`config.mk`:
```
export PLATFORM = sky130hd
export DESIGN_NAME = jtopl_eg_pipe
export DESIGN_NICKNAME = d
export VERILOG_FILES = /design/src/rtl/jtopl_eg_pkg.sv /design/src/rtl/jtopl_eg_ring.sv /design/src/rtl/jtopl_eg_pipe.sv
export SDC_FILE = /design/constraint.sdc
export NUM_CORES = 1
export LEC_CHECK = 0
export BUFFER_PORTS_ARGS = -buffer_cell sky130_fd_sc_hd__buf_2
export CORE_ASPECT_RATIO = 0.75
export CORE_UTILIZATION = 52
export CTS_CLUSTER_DIAMETER = 100
export DETAILED_ROUTE_END_ITERATION = 12
export PLACE_DENSITY = 0.8
export SYNTH_ARGS = -nofsm -noshare
export SYNTH_HDL_FRONTEND = slang
export SYNTH_SLANG_ARGS = --single-unit
```
`constraint.sdc`:
```
create_clock -name clk -period 3.9 [get_ports clk]
set_input_delay 0.195 -clock clk [delete_from_list [all_inputs] [get_ports clk]]
set_output_delay 0.195 -clock clk [all_outputs]
set_load 0.005 [all_outputs]
```
`src/rtl/jtopl_eg_pkg.sv`:
```
// Shared constants for the envelope-generator pipeline.
package jtopl_eg_pkg;

  // Operator slots visited per round.
  localparam int SLOTS = 18;

  // Maximum attenuation (silence).
  localparam logic [9:0] EG_MAX = 10'h3FF;

  // Envelope phase encoding.
  typedef enum logic [2:0] {
    RELEASE = 3'b000,
    ATTACK  = 3'b001,
    DECAY   = 3'b010,
    HOLD    = 3'b100
  } eg_state_e;

endpackage

```
`src/rtl/jtopl_eg_ring.sv`:
```
// W-bit wide, D-deep clock-enabled shift register used as circular
// per-slot storage. A value written at din reappears at dout exactly
// D enabled cycles later.
module jtopl_eg_ring #(
  parameter int           W       = 1,
  parameter int           D       = 2,
  parameter logic [W-1:0] RST_VAL = '0
) (
  input  logic         clk,
  input  logic         rst,
  input  logic         cen,
  input  logic [W-1:0] din,
  output logic [W-1:0] dout
);

  logic [W-1:0] tap_reg [D];

  // Shift one position per enabled cycle; reset fills every tap.
  always_ff @(posedge clk) begin
    if (rst) begin
      for (int i = 0; i < D; i++) tap_reg[i] <= RST_VAL;
    end else if (cen) begin
      tap_reg[0] <= din;
      for (int i = 1; i < D; i++) tap_reg[i] <= tap_reg[i-1];
    end
  end

  assign dout = tap_reg[D-1];

endmodule

```
`src/rtl/jtopl_eg_pipe.sv`:
```
// Envelope-generator pipeline: per-slot state rings, key-edge detection,
// global envelope counter and the registers between combinational
// envelope stages I..IV (the stages themselves live one level up).
module jtopl_eg_pipe
  import jtopl_eg_pkg::*;
#(
  parameter int SLOTS = jtopl_eg_pkg::SLOTS
) (
  input  logic        clk,
  input  logic        rst,
  input  logic        cen,
  input  logic        zero,
  input  logic        keyon,
  // stage-I slot parameters
  input  logic        en_sus,
  input  logic [3:0]  arate,
  input  logic [3:0]  drate,
  input  logic [3:0]  rrate,
  input  logic [3:0]  sl,
  // stage-II slot parameters
  input  logic [3:0]  keycode,
  input  logic        ks,
  // stage-IV slot parameters
  input  logic [6:0]  tl,
  input  logic        amsen,
  input  logic        ams,
  input  logic [6:0]  lfo_mod,
  // stage I
  output logic        s1_keyon_now,
  output logic        s1_keyoff_now,
  output logic [2:0]  s1_state,
  output logic [9:0]  s1_eg,
  input  logic [4:0]  s1_base_rate,
  input  logic [2:0]  s1_state_next,
  input  logic        s1_pg_rst,
  // stage II
  output logic        s2_attack,
  output logic [4:0]  s2_rate_in,
  output logic        s2_cnt_in,
  output logic [14:0] eg_cnt,
  input  logic        s2_cnt_lsb,
  input  logic        s2_step,
  input  logic [5:0]  s2_rate_out,
  input  logic        s2_sum_up,
  // stage III
  output logic        s3_attack,
  output logic        s3_step,
  output logic [5:1]  s3_rate,
  output logic [9:0]  s3_eg,
  output logic        s3_sum_up,
  input  logic [9:0]  s3_eg_out,
  // stage IV
  output logic [9:0]  s4_eg,
  input  logic [9:0]  s4_eg_out,
  // results
  output logic        pg_rst_II,
  output logic [9:0]  eg_V
);

  // Slot parameters are consumed by the stage block wired alongside this
  // module; rate_out[0] is not needed past stage II.
  logic params_unused;
  assign params_unused = ^{en_sus, arate, drate, rrate, sl, keycode, ks,
                           tl, amsen, ams, lfo_mod, s2_rate_out[0]};

  logic prev_key;

  // Previous key bit per slot, rewritten on every visit.
  jtopl_eg_ring #(.W(1), .D(SLOTS), .RST_VAL(1'b0)) u_prev_key (
    .clk(clk), .rst(rst), .cen(cen), .din(keyon), .dout(prev_key)
  );

  // Phase per slot, written with the stage-I decision.
  jtopl_eg_ring #(.W(3), .D(SLOTS), .RST_VAL(RELEASE)) u_state (
    .clk(clk), .rst(rst), .cen(cen), .din(s1_state_next), .dout(s1_state)
  );

  // Attenuation is written two stages after stage I, so the ring is two
  // taps shorter to bring it back to stage I on the slot's next visit.
  jtopl_eg_ring #(.W(10), .D(SLOTS-2), .RST_VAL(EG_MAX)) u_eg (
    .clk(clk), .rst(rst), .cen(cen), .din(s3_eg_out), .dout(s1_eg)
  );

  // Counter LSB per slot, written and read back at stage II.
  jtopl_eg_ring #(.W(1), .D(SLOTS), .RST_VAL(1'b0)) u_cnt_lsb (
    .clk(clk), .rst(rst), .cen(cen), .din(s2_cnt_lsb), .dout(s2_cnt_in)
  );

  assign s1_keyon_now  = keyon & ~prev_key;
  assign s1_keyoff_now = ~keyon & prev_key;

  logic [14:0] eg_cnt_reg;
  logic        s2_attack_reg;
  logic [4:0]  s2_rate_in_reg;
  logic [9:0]  s2_eg_reg;
  logic        pg_rst_reg;
  logic        s3_attack_reg;
  logic        s3_step_reg;
  logic [5:1]  s3_rate_reg;
  logic [9:0]  s3_eg_reg;
  logic        s3_sum_up_reg;
  logic [9:0]  s4_eg_reg;
  logic [9:0]  eg_v_reg;

  // Global envelope counter: advances once per round on the slot-0 marker.
  always_ff @(posedge clk) begin
    if (rst) begin
      eg_cnt_reg <= '0;
    end else if (cen && zero) begin
      eg_cnt_reg <= eg_cnt_reg + 15'd1;
    end
  end

  // Inter-stage registers carrying each slot from stage I through to eg_V.
  always_ff @(posedge clk) begin
    if (rst) begin
      s2_attack_reg  <= 1'b0;
      s2_rate_in_reg <= '0;
      s2_eg_reg      <= EG_MAX;
      pg_rst_reg     <= 1'b0;
      s3_attack_reg  <= 1'b0;
      s3_step_reg    <= 1'b0;
      s3_rate_reg    <= '0;
      s3_eg_reg      <= EG_MAX;
      s3_sum_up_reg  <= 1'b0;
      s4_eg_reg      <= EG_MAX;
      eg_v_reg       <= EG_MAX;
    end else if (cen) begin
      s2_attack_reg  <= (s1_state_next == ATTACK);
      s2_rate_in_reg <= s1_base_rate;
      s2_eg_reg      <= s1_eg;
      pg_rst_reg     <= s1_pg_rst;
      s3_attack_reg  <= s2_attack_reg;
      s3_step_reg    <= s2_step;
      s3_rate_reg    <= s2_rate_out[5:1];
      s3_eg_reg      <= s2_eg_reg;
      s3_sum_up_reg  <= s2_sum_up;
      s4_eg_reg      <= s3_eg_out;
      eg_v_reg       <= s4_eg_out;
    end
  end

  assign eg_cnt     = eg_cnt_reg;
  assign s2_attack  = s2_attack_reg;
  assign s2_rate_in = s2_rate_in_reg;
  assign pg_rst_II  = pg_rst_reg;
  assign s3_attack  = s3_attack_reg;
  assign s3_step    = s3_step_reg;
  assign s3_rate    = s3_rate_reg;
  assign s3_eg      = s3_eg_reg;
  assign s3_sum_up  = s3_sum_up_reg;
  assign s4_eg      = s4_eg_reg;
  assign eg_V       = eg_v_reg;

endmodule

```
==> reports/results.txt, run 1 <==
warning count from the yosys run: 0
worst hold margin: 186.9 ps
Area growth syn-to-layout: 18.02%
total number of vias: 6,283
post-route fraction of the period consumed by the critical path: 49.69%
total power: 6.949 mW
reg-to-reg critical path startpoint: eg_cnt[3]
overall die width: 177.6 um
maximum number of pins on one net before global-route repair: 115
top cells by area in the synthesized netlist: edfxtp_1, dfxtp_1, nand2b_1
number of inserted diodes: 0
PortBufs: 117
Largest register FFs: 160
post-CTS setup-driven buffer insertion count: 0
worst min path class: in -> reg
remaining antenna violation count after routing: 0
unrepaired setup endpoints after global routing: false
endpoints failing setup: 0
number of antenna violations at the first check in global routing: 0
cell family with most CP delay: buffers and inverters
layout cell share with drive strength beyond 1: 24.87%
number of H-tree levels: 1
highest-delay cell along the critical path: or2_4
worst stage delay on the critical path: 580 ps
clk root buf: clkbuf_16
net count after synthesis: 893
Detailed Route WL: 17,240 um
peak ir drop on the vdd network: 316.9 uV
Overflow after GRT: 0
DRC marker count from the first detailed-route iteration: 456
Worst-path clk slew: 60 ps
worst slew margin relative to its limit: 31.46%
Levels on crit path: 4
arrival time at the worst endpoint: 2110 ps
number of library cell types mapped by synthesis: 29
reported max-cap violation count: 0
setup TNS: 0 ps
overall die area: 23,730 um^2
Worst Tran Pin Value: 1028 ps
post-synthesis cell area: 12,020 um^2
cell area after placement: 12,810 um^2
number of cells upsized or downsized after cts: 0
number of top-level pins: 157
number of global-route vias before repair: 6,128
Multi-input gate area: 2810 um^2
sequential cell area in the final layout: 8909 um^2
placeable core area: 22,350 um^2
FF-to-FF setup slack: 2200 ps
buffers from clock root to sink, at most: 3
final standard cell utilization of the core: 63.48%
vias per cell: 4.959
dominant cell type by count on the critical path: buf_4
Final Net Count: 1,032
routability cong.: 0.6959
cell breakdown of the critical path: dlygate4sd3_1, buf_4, or2_4, buf_4
first-pass GRT wire length: 28,590 um
proportion of total power due to net switching: 19.98%
number of fill cells in the layout: 1,615
total CTS buffers: 31
result of the run: completed
power per cell area: 489.9 nW/um^2
clk_skew: 22.01 ps
peak fanout along the critical path: 46
share of Yosys cell area claimed by the top area cell type: 62.45%
DR pass1 iterations: 4
CTS tree: yes
start point of the critical path: rst
Syn Inst Count: 811
crit path buf inv count: 3
Initial Util: 53.79%
number of clock sinks: 320
endpoints failing hold: 0
leakage: 4.854 nW
number of storage elements in the synthesis netlist: 320
global routing usage summed across all routing layers: 14.63%
average wire per standard cell: 13.60 um
design internal power: 5.561 mW
height of the die: 133.7 um
kind of end point of the critical path: flop
destination of the critical timing path: u_eg.tap_reg[0][60]
number of cell rows: 47
Worst-Skew Late Latency: 550 ps
reg-to-reg endpoint: eg_cnt[11]
total non-filler cell area in the finished layout: 14,190 um^2
Residual DRC: 0
portion of total power attributed to sequential cells: 54.9%
classification of the worst setup path: in -> reg
post-synthesis cell type with the largest combined area: edfxtp_1
dpl hpwl: 9183 um
Highest Clock Rate: 0.5160 GHz
startpoint class of the critical path: input port
combinational cell fraction of total power: 4.5%
clock share of power: 40.6%
register area share after synthesis: 74.11%
required time of the critical path: 4070 ps
pins over their slew limit: 0
average cell area after synthesis: 14.82 um^2
Switching Power: 1.388 mW
fin crit period: 1938 ps
Worst Reg2Reg Path Length in Cells: 3
how the worst min path moves through the flow:
stage / start / endpoint / cells past startpoint
after detailed placement: s4_eg_out[8] / eg_V[8] / 2
after floorplan: s4_eg_out[0] / eg_V[0] / 1
after global placement: s4_eg_out[4] / eg_V[4] / 2
after CTS: cen / s3_eg[1] / 3
final: cen / s2_attack / 3
after global routing: cen / s2_attack / 3
per-stage QoR:
step,worst slack (ps),cells
2_1_floorplan,911.6,811
3_3_place_gp,1752,1171
3_5_place_dp,1744,1171
4_1_cts,1969,1267
5_1_grt,1875,1267
6_report,1962,1267
cells by family (layout without fill, tap and decap cells):
group | after synthesis | after routing | share of synthesized area, %
adder cells (fa/ha/maj) | 1 | 1 | 0.1041
AND/OR/NAND/NOR | 349 | 349 | 17.75
XOR/XNOR | 2 | 2 | 0.1458
AO/OA/AOI/OAI | 56 | 56 | 3.664
multiplexers | 19 | 19 | 1.634
buffers and inverters | 64 | 226 | 2.592
flip-flops | 320 | 320 | 74.11
cell usage in the layout (no fill, tap or decap), drive strengths merged, types with 2 or more instances in the layout:
cell,instances
edfxtp,250
buf,127
nand2b,101
and2,90
dfxtp,70
or2,61
nor2b,48
a211o,40
dlygate4sd3,40
clkbuf,38
nor2,22
clkinv,15
mux2i,14
a21oi,9
nand3,6
nor4,5
mux2,5
nand2,5
o31ai,4
or4,4
nand4,4
inv,4
o21ai,3
or3,3
bufinv,2
per-layer routing:
layer	part of all wire (%)	vias up	GRT usage, %
met3	3.8	36	3.168
met4	2.3	0	4.416
met5	0	-	0
li1	-	3091	-
met2	49	98	24.54
met1	45	3058	19.10
power groups by stage:
stage,Clock (mW),Combinational (mW),Sequential (mW)
floorplan,0,0.177,3.89
global placement,0,0.275,3.88
detailed placement,0,0.283,3.89
CTS,2.90,0.315,3.82
global route,3.03,0.345,3.83
finish,2.82,0.311,3.82
cell type report:
class | count | share of cell area [%]
Clock buffer | 38 | 5.865
Timing Repair Buffer | 167 | 7.867
Inverter | 3 | 0.07938
Multi-Input combinational cell | 427 | 19.81
Clock inverter | 18 | 0.9878
Sequential cell | 320 | 62.80
Tap cell | 294 | 2.593
worst register-to-register path: stages, from the launching register on:
cell and delay [ps]:
dfxtp_1 410, nand3_1 360, nor4_1 450, mux2_2 380
Yosys cell counts (all sizes together):
library cell and instances:
a21oi 9, o21ai 3, nand2 5, buf 28, mux2i 14, nand4 4
nand3 6, xnor2 1, or2 61, ha 1, o31ai 4, a211o 40
or3 3, and2 90, dfxtp 70, edfxtp 250, xor2 1, inv 3
nand2b 101, or4 4, mux2 5, nor2 22, nor2b 48, nor4 5
clkbuf 33
timing repair:
action	CTS	global route
endpoints found under the setup margin	0	0
hold buffers	40	0
endpoints found under the hold margin	50	0
No activity file was read; power rests on OpenSTA's default activity.
==> run 2: changes to the inputs <==
clock period = 1.75 ns   (was 3.9 ns; I/O delays follow)
==> reports/results.txt, run 2 (synthesized netlist as in run 1, its figures left out) <==
overall die width: 177.6 um
worst min path class: in -> reg
commonest non-fill, non-tap cell in the layout: edfxtp_1
peak ir drop on the vdd network: 942.6 uV
destination of the critical timing path: eg_cnt[14]
Initial Util: 53.79%
fin crit period: 1672 ps
dpl hpwl: 9344 um
number of top-level pins: 157
Highest Clock Rate: 0.5980 GHz
leading cell types in the layout, fill and taps excluded: edfxtp_1, buf_2, nand2b_1, and2_1, dfxtp_1
Area growth syn-to-layout: 19.82%
buffers from clock root to sink, at most: 3
post-CTS setup-driven buffer insertion count: 0
hold_sp: s4_eg_out[4]
endpoints failing setup: 0
post-route fraction of the period consumed by the critical path: 95.56%
first-pass GRT wire length: 29,520 um
DRC marker count from the first detailed-route iteration: 502
peak fanout along the critical path: 10
reported max-cap violation count: 0
pins over their slew limit: 0
CTS tree: yes
Detailed Route WL: 18,140 um
routability cong.: 0.7178
Worst-path clk slew: 60 ps
height of the die: 133.7 um
maximum number of pins on one net before global-route repair: 115
unrepaired setup endpoints after global routing: false
Overflow after GRT: 0
Residual DRC: 0
Worst-Skew Late Latency: 540 ps
reg-to-reg endpoint: eg_cnt[14]
placeable core area: 22,350 um^2
remaining antenna violation count after routing: 0
worst slew margin relative to its limit: 58.75%
Switching Power: 3.165 mW
clock share of power: 42.6%
number of H-tree levels: 1
start point of the critical path: eg_cnt[0]
total CTS buffers: 30
clk_skew: 8.056 ps
layout cell share with drive strength beyond 1: 25.41%
reg-to-reg critical path startpoint: eg_cnt[0]
proportion of total power due to net switching: 19.67%
overall die area: 23,730 um^2
power per cell area: 1117 nW/um^2
arrival time at the worst endpoint: 2100 ps
average wire per standard cell: 14.24 um
classification of the worst setup path: reg -> reg
Final Net Count: 1,038
FF-to-FF setup slack: 80 ps
number of inserted diodes: 0
vias per cell: 4.958
portion of total power attributed to sequential cells: 52.9%
result of the run: completed
number of clock sinks: 320
Largest register FFs: 160
Worst Tran Pin Value: 618.7 ps
cell area after placement: 12,920 um^2
global routing usage summed across all routing layers: 15.33%
DR pass1 iterations: 4
number of cell rows: 47
startpoint class of the critical path: flop
kind of end point of the critical path: flop
number of global-route vias before repair: 6,046
total power: 16.09 mW
combinational cell fraction of total power: 4.6%
required time of the critical path: 2180 ps
total non-filler cell area in the finished layout: 14,400 um^2
number of antenna violations at the first check in global routing: 0
PortBufs: 117
clk root buf: clkbuf_16
worst hold margin: 303.6 ps
endpoints failing hold: 0
total number of vias: 6,317
design internal power: 12.92 mW
leakage: 4.951 nW
Worst Reg2Reg Path Length in Cells: 4
-- run 2: cell count changes in the layout (fill, tap and decap cells not counted), moves of 2 or more --
cell       previous run  this run
buf_12                4         9
clkinv_2              8         4
bufinv_16             2         4
clkbuf_16            31        33
-- run 2: how the worst min path moves through the flow --
stage	slack (ps)	endpoint	cells after the start
final	300	eg_V[4]	3
after detailed placement	300	eg_V[1]	2
after global routing	290	eg_V[4]	3
after global placement	290	eg_V[4]	2
after floorplan	210	s1_keyoff_now	1
after CTS	270	eg_V[4]	3
-- run 2: worst max-delay path: stages (launching register included) --
cell and delay (ps):
dfxtp_1 430, ha_1 210, nand3_2 210, nor4_1 340, mux2_2 370
-- run 2: timing repair --
action                                 4_1_cts  5_1_grt
endpoints found under the hold margin       64        0
hold buffers                                41        0
resized for setup                            0        0
-- run 2: area by class of cell --
cell class | count | area [um^2]
Sequential cell | 320 | 8909
Multi-Input combinational cell | 427 | 2810
Inverter | 3 | 11.26
Clock inverter | 16 | 178.9
Tap cell | 294 | 367.9
Timing Repair Buffer | 174 | 1234
Fill cell | 1552 | 7944
Clock buffer | 40 | 892.1
-- run 2: metrics by stage --
stage / setup TNS [ps] / setup slack (ps) / instances / util [%]
after floorplan: -241240 / -964.9 / 811 / -
after global placement: 0 / 183.3 / 1177 / 57.82
after detailed placement: 0 / 109.3 / 1177 / 57.82
after CTS: 0 / 102.3 / 1274 / 64.45
after global routing: 0 / 9.978 / 1274 / 64.45
final: 0 / 77.63 / 1274 / 64.45
-- run 2: power by group through the flow --
stage / combinational, mW / sequential (mW) / clock [mW]
final: 0.733 / 8.51 / 6.85
after global routing: 0.807 / 8.53 / 7.30
after CTS: 0.736 / 8.51 / 7.00
after detailed placement: 0.654 / 8.66 / 0
after global placement: 0.640 / 8.65 / 0
after floorplan: 0.401 / 8.67 / 0
-- run 2: layer usage --
metal  up-vias  GRT usage, %  share of wire, %
met5         -             0                 0
met4         0         5.840               2.9
met3        44         2.939               3.5
met2       112         24.83                49
met1      3053         20.60                45
li1       3108             -                 -
